<file path="src/rtl/wr_full_gen.sv">
// wr_full_gen: write-domain full / level generator for an asynchronous FIFO.
//   - Brings the Gray read pointer into wr_clk through a two-flop synchronizer.
//   - f_full is combinational from wr_ptr and the synchronized read pointer.
//   - wr_level is the registered modulo difference of the binary pointers.
// Optional feature: define WR_ALMOST_FULL_EN to build the registered
// f_almost_full flag; otherwise f_almost_full is tied to 0.
module wr_full_gen #(
  parameter int PTR_W    = 4,
  parameter int AF_LEVEL = 6
) (
  input  logic             wr_clk,
  input  logic             reset_n,
  input  logic [PTR_W-1:0] wr_ptr,
  input  logic [PTR_W-1:0] rd_ptr,
  output logic             f_full,
  output logic             f_almost_full,
  output logic [PTR_W-1:0] wr_level
);

  // Full compare inverts the two top Gray bits, so at least three bits are needed,
  // and the almost-full threshold must be a reachable level.
  if (PTR_W < 3) begin : g_ptr_w_too_small
    $error("wr_full_gen: PTR_W must be at least 3");
  end
  if (AF_LEVEL > (1 << (PTR_W - 1))) begin : g_af_level_unreachable
    $error("wr_full_gen: AF_LEVEL exceeds FIFO depth");
  end

  logic [PTR_W-1:0] rd_sync1_q;
  logic [PTR_W-1:0] rd_sync2_q;
  logic [PTR_W-1:0] wr_level_q;
  logic [PTR_W-1:0] wr_level_d;
  logic [PTR_W-1:0] wr_bin;
  logic [PTR_W-1:0] rd_bin;

  // Gray to binary: each binary bit is the XOR of all Gray bits at or above it.
  function automatic logic [PTR_W-1:0] gray2bin(input logic [PTR_W-1:0] g);
    logic [PTR_W-1:0] b;
    b[PTR_W-1] = g[PTR_W-1];
    for (int i = PTR_W - 2; i >= 0; i--) begin
      b[i] = b[i+1] ^ g[i];
    end
    return b;
  endfunction

  assign wr_bin = gray2bin(wr_ptr);
  assign rd_bin = gray2bin(rd_sync2_q);

  // Subtraction in PTR_W bits wraps naturally, so pointer wrap needs no special case.
  assign wr_level_d = wr_bin - rd_bin;

  // Full when the write pointer is exactly one lap ahead of the synchronized read
  // pointer: in Gray code that means the two top bits differ and the rest match.
  assign f_full = (wr_ptr == {~rd_sync2_q[PTR_W-1:PTR_W-2], rd_sync2_q[PTR_W-3:0]});

  // Read-pointer synchronizer and registered fill level.
  // NOTE: state uses non-blocking assignments so rd_sync2_q samples the old
  // rd_sync1_q; blocking here would collapse the two flops into one.
  always_ff @(posedge wr_clk or negedge reset_n) begin
    if (!reset_n) begin
      rd_sync1_q <= '0;
      rd_sync2_q <= '0;
      wr_level_q <= '0;
    end else begin
      rd_sync1_q <= rd_ptr;
      rd_sync2_q <= rd_sync1_q;
      wr_level_q <= wr_level_d;
    end
  end

  assign wr_level = wr_level_q;

`ifdef WR_ALMOST_FULL_EN
  localparam logic [PTR_W-1:0] AF_LEVEL_L = PTR_W'(AF_LEVEL);

  logic af_q;

  // Almost-full looks at the next level so it asserts together with wr_level.
  always_ff @(posedge wr_clk or negedge reset_n) begin
    if (!reset_n) begin
      af_q <= 1'b0;
    end else begin
      af_q <= (wr_level_d >= AF_LEVEL_L);
    end
  end

  assign f_almost_full = af_q;
`else
  assign f_almost_full = 1'b0;
`endif

endmodule

</file>
<file path="config.mk">
export PLATFORM = sky130hd
export DESIGN_NAME = wr_full_gen
export DESIGN_NICKNAME = d
export VERILOG_FILES = /design/src/rtl/wr_full_gen.sv
export SDC_FILE = /design/constraint.sdc
export NUM_CORES = 1
export LEC_CHECK = 0
export CAP_MARGIN = 20
export CORE_MARGIN = 5
export CORE_UTILIZATION = 25
export DETAILED_ROUTE_END_ITERATION = 12
export DONT_BUFFER_PORTS = 1
export SLEW_MARGIN = 20
export SYNTH_ARGS = -nofsm -noshare
export SYNTH_HDL_FRONTEND = slang
export SYNTH_SLANG_ARGS = --single-unit
</file>
<file path="constraint.sdc">
create_clock -name wr_clk -period 2.2 [get_ports wr_clk]
set_clock_uncertainty 0.1 [all_clocks]
set_input_delay 0.44 -clock wr_clk [delete_from_list [all_inputs] [get_ports wr_clk]]
set_output_delay 0.44 -clock wr_clk [all_outputs]
set_load 0.03 [all_outputs]
</file>
==> flow_summary_export.csv <==
group,metric,value,unit
power,leakage,0.2693,nW
route,drt_first_pass_iters,1,
critical_path,reg2reg_slack,0.21,ns
critical_path,r2r_start,"rd_sync2_q[3]",
timing,fmax,502.3,MHz
floorplanning,rows,16,
route,drc,0,
yosys,synth.area.top_cells,"dfrtp_1 60%, xnor2_1 10%, xor2_1 10%",
floorplanning,die_area,3003,µm²
yosys,syn_nets,49,
floorplanning,core,1942,µm²
final_layout,diodes,0,
route,antenna_left,0,
placed_design,io_buffers,0,
final_layout,nets,57,
timing,maxSlewViolCount,0,
run_status,status,"finished, final reports clean",
floorplanning,start_util,25.84,%
route,first_iter_violations,0,
timing,worst_slew_pin_slew,0.5334,ns
clocking,clock-sinks,12,
clocking,max-clock-path-buffers,2,
power,powerDensity,1027,nW/µm²
global_routing,grt_pass1_wl,1104,µm
route,drt-vias-per-instance,3.725,
worst_hold_path,min_path_cells,0,
yosys,yosysTopAreaCell,"dfrtp_1",
yosys,synth_edf_count,0,
final_layout,drive_gt1_share,16.67,%
clocking,cts_tree,"built",
clocking,clk_pin_slew,0.07,ns
yosys,ys_seq_area_share,59.85,%
run,cap_violations,0,
critical_path,crit_path_start_kind,"flop",
timing,whs,0.09914,ns
route,via_count,257,
yosys,synth_top_area_share,59.85,%
yosys,synth.most_common_cell,"dfrtp_1",
floorplanning,pin_count,16,
yosys,ys_warn_count,0,
clocking,htree_levels,1,
route,wl,715,µm
critical_path,worstPathRequired,2.25,ns
floorplanning,fp.dieH,54.80,µm
timing,slew_headroom,64.32,%
clocking,numCtsBuffers,3,
global_routing,gr-usage-all-layers,5.559,%
clocking,cts_resized,0,
worst_hold_path,worstHoldStart,"rd_ptr[0]",
global_routing,antenna_found_initial,0,
clocking,clock-root-buffer,"clkbuf_4",
global_routing,grt_start_max_net_pins,13,
timing,tns,0,ns
floorplanning,fp.dieW,54.80,µm
timing,post-route-period-util,90.49,%
route,routedWlPerCell,10.36,µm
yosys,synth.avg_cell_area,14.34,µm²
yosys,synth-async-reset-ratio,100.0,%
yosys,ys_types,11,
timing,grt_setup_unrepaired,"false",
final_layout,fillers,200,
timing,finalCriticalPeriod,1.991,ns
clocking,clk_latency,0.26,ns
placed_design,gp_congestion,0.6148,
critical_path,rr_worst_depth,7,
power,fin_total_pwr,0.6129,mW
final_layout,final_design_area_no_fill,596.8,µm²
final_layout,areaGrowthSynthToFinish,18.95,%
timing,setup_violations,0,
critical_path,reg2reg_to,"wr_level[2]",
worst_hold_path,hold_class,"input port to flop",
critical_path,criticalPathCategory,"flop to flop",
timing,hold_violations,0,
power,vdd_drop_max,0.4513,mV
critical_path,crit_path_end_kind,"flop",
global_routing,first_global_vias,264,
yosys,synth_common_cells,"12 x dfrtp_1, 6 x xnor2_1, 6 x xor2_1, 3 x ha_1, 2 x inv_1",
global_routing,overflow,0,
critical_path,cp_max_fo,2,
placed_design,placedInstanceArea,550.5,µm²
yosys,synth_top_flop_cell,"dfrtp_1",
worst_hold_path,hold-path-endpoint,"rd_sync1_q[0]",
yosys,ys_seq_elements,12,
yosys,synthCells,35,
critical_path,cp_data_arrival_time,2.05,ns
yosys,synth_area,501.7,µm²
[final cells by class]
cell class	instances	area, µm²	area share, %
timing repair buffer	4	32.53	5.451
sequential	12	300.3	50.31
inverter	2	7.507	1.258
clock buffer	4	36.28	6.080
multi-input combinational	20	186.4	31.24
tap	27	33.78	5.660
[cells in the final DEF (no fill, tap or decap)]
cell / n
a21o_1: 1
inv_1: 2
dfrtp_1: 12
fa_1: 1
xnor2_1: 6
buf_4: 3
ha_1: 3
clkbuf_8: 1
dlygate4sd3_1: 1
xor2_1: 6
clkbuf_4: 3
conb_1: 1
nor4_1: 1
a31oi_1: 1
[worst max-delay path, cell delays in order (launching register included)]
cell and delay (ns):
dfrtp_1 0.41, xnor2_1 0.25, xor2_1 0.24, xnor2_1 0.15, ha_1 0.16, inv_1 0.06, fa_1 0.38, xor2_1 0.15
[report_power, final]
group	internal [mW]	leakage, nW	total, mW	switching [mW]
combinational	0.0493	0.109	0.101	0.0515
clock	0.100	0.0210	0.167	0.0670
sequential	0.260	0.140	0.345	0.0843
[per-layer routing]
metal	vias up	part of all wire, %	track usage, %
li1	123	-	-
met1	119	37	5.509
met2	15	48	8.661
met5	-	0	0
met4	0	0	0
met3	0	15	5.722
[what timing repair did]
| action | 4_1_cts | 5_1_grt |
|---|---|---|
| hold endpoints to repair | 12 | 0 |
| hold buffers | 1 | 0 |
| setup buffers | 0 | 0 |
[kinds of logic after synthesis]
group           count (synthesis)  synth area share, %
compound gates                  2                2.744
simple gates                    1                1.248
other cells                     1               0.7474
xor+xnor                       12                20.95
flops                          12                59.85
fa+ha+maj                       4                11.47
buf+inv                         3                2.994
[sequential cells by signal, indices dropped and copies added (netlist names)]
signal and flops:
rd_sync1_q 4, wr_level 4, rd_sync2_q 4
[metrics by stage]
stage	instances	worst slack, ns	util, %
2_1_floorplan	35	0.07509	-
3_3_place_gp	64	0.1687	28.35
3_5_place_dp	64	0.1554	28.35
4_1_cts	69	0.1913	30.73
5_1_grt	69	0.08273	30.73
6_report	69	0.2092	30.73
[worst max-delay path by stage]
stage,from,endpoint,depth (start not counted)
after floorplan,wr_ptr[3],f_full,2
after global placement,wr_ptr[3],wr_level[2],7
after detailed placement,wr_ptr[3],wr_level[2],7
after CTS,rd_sync2_q[3],wr_level[2],7
after global routing,rd_sync2_q[3],wr_level[2],7
final,rd_sync2_q[3],wr_level[2],7
No activity file was read; power rests on OpenSTA's default activity.
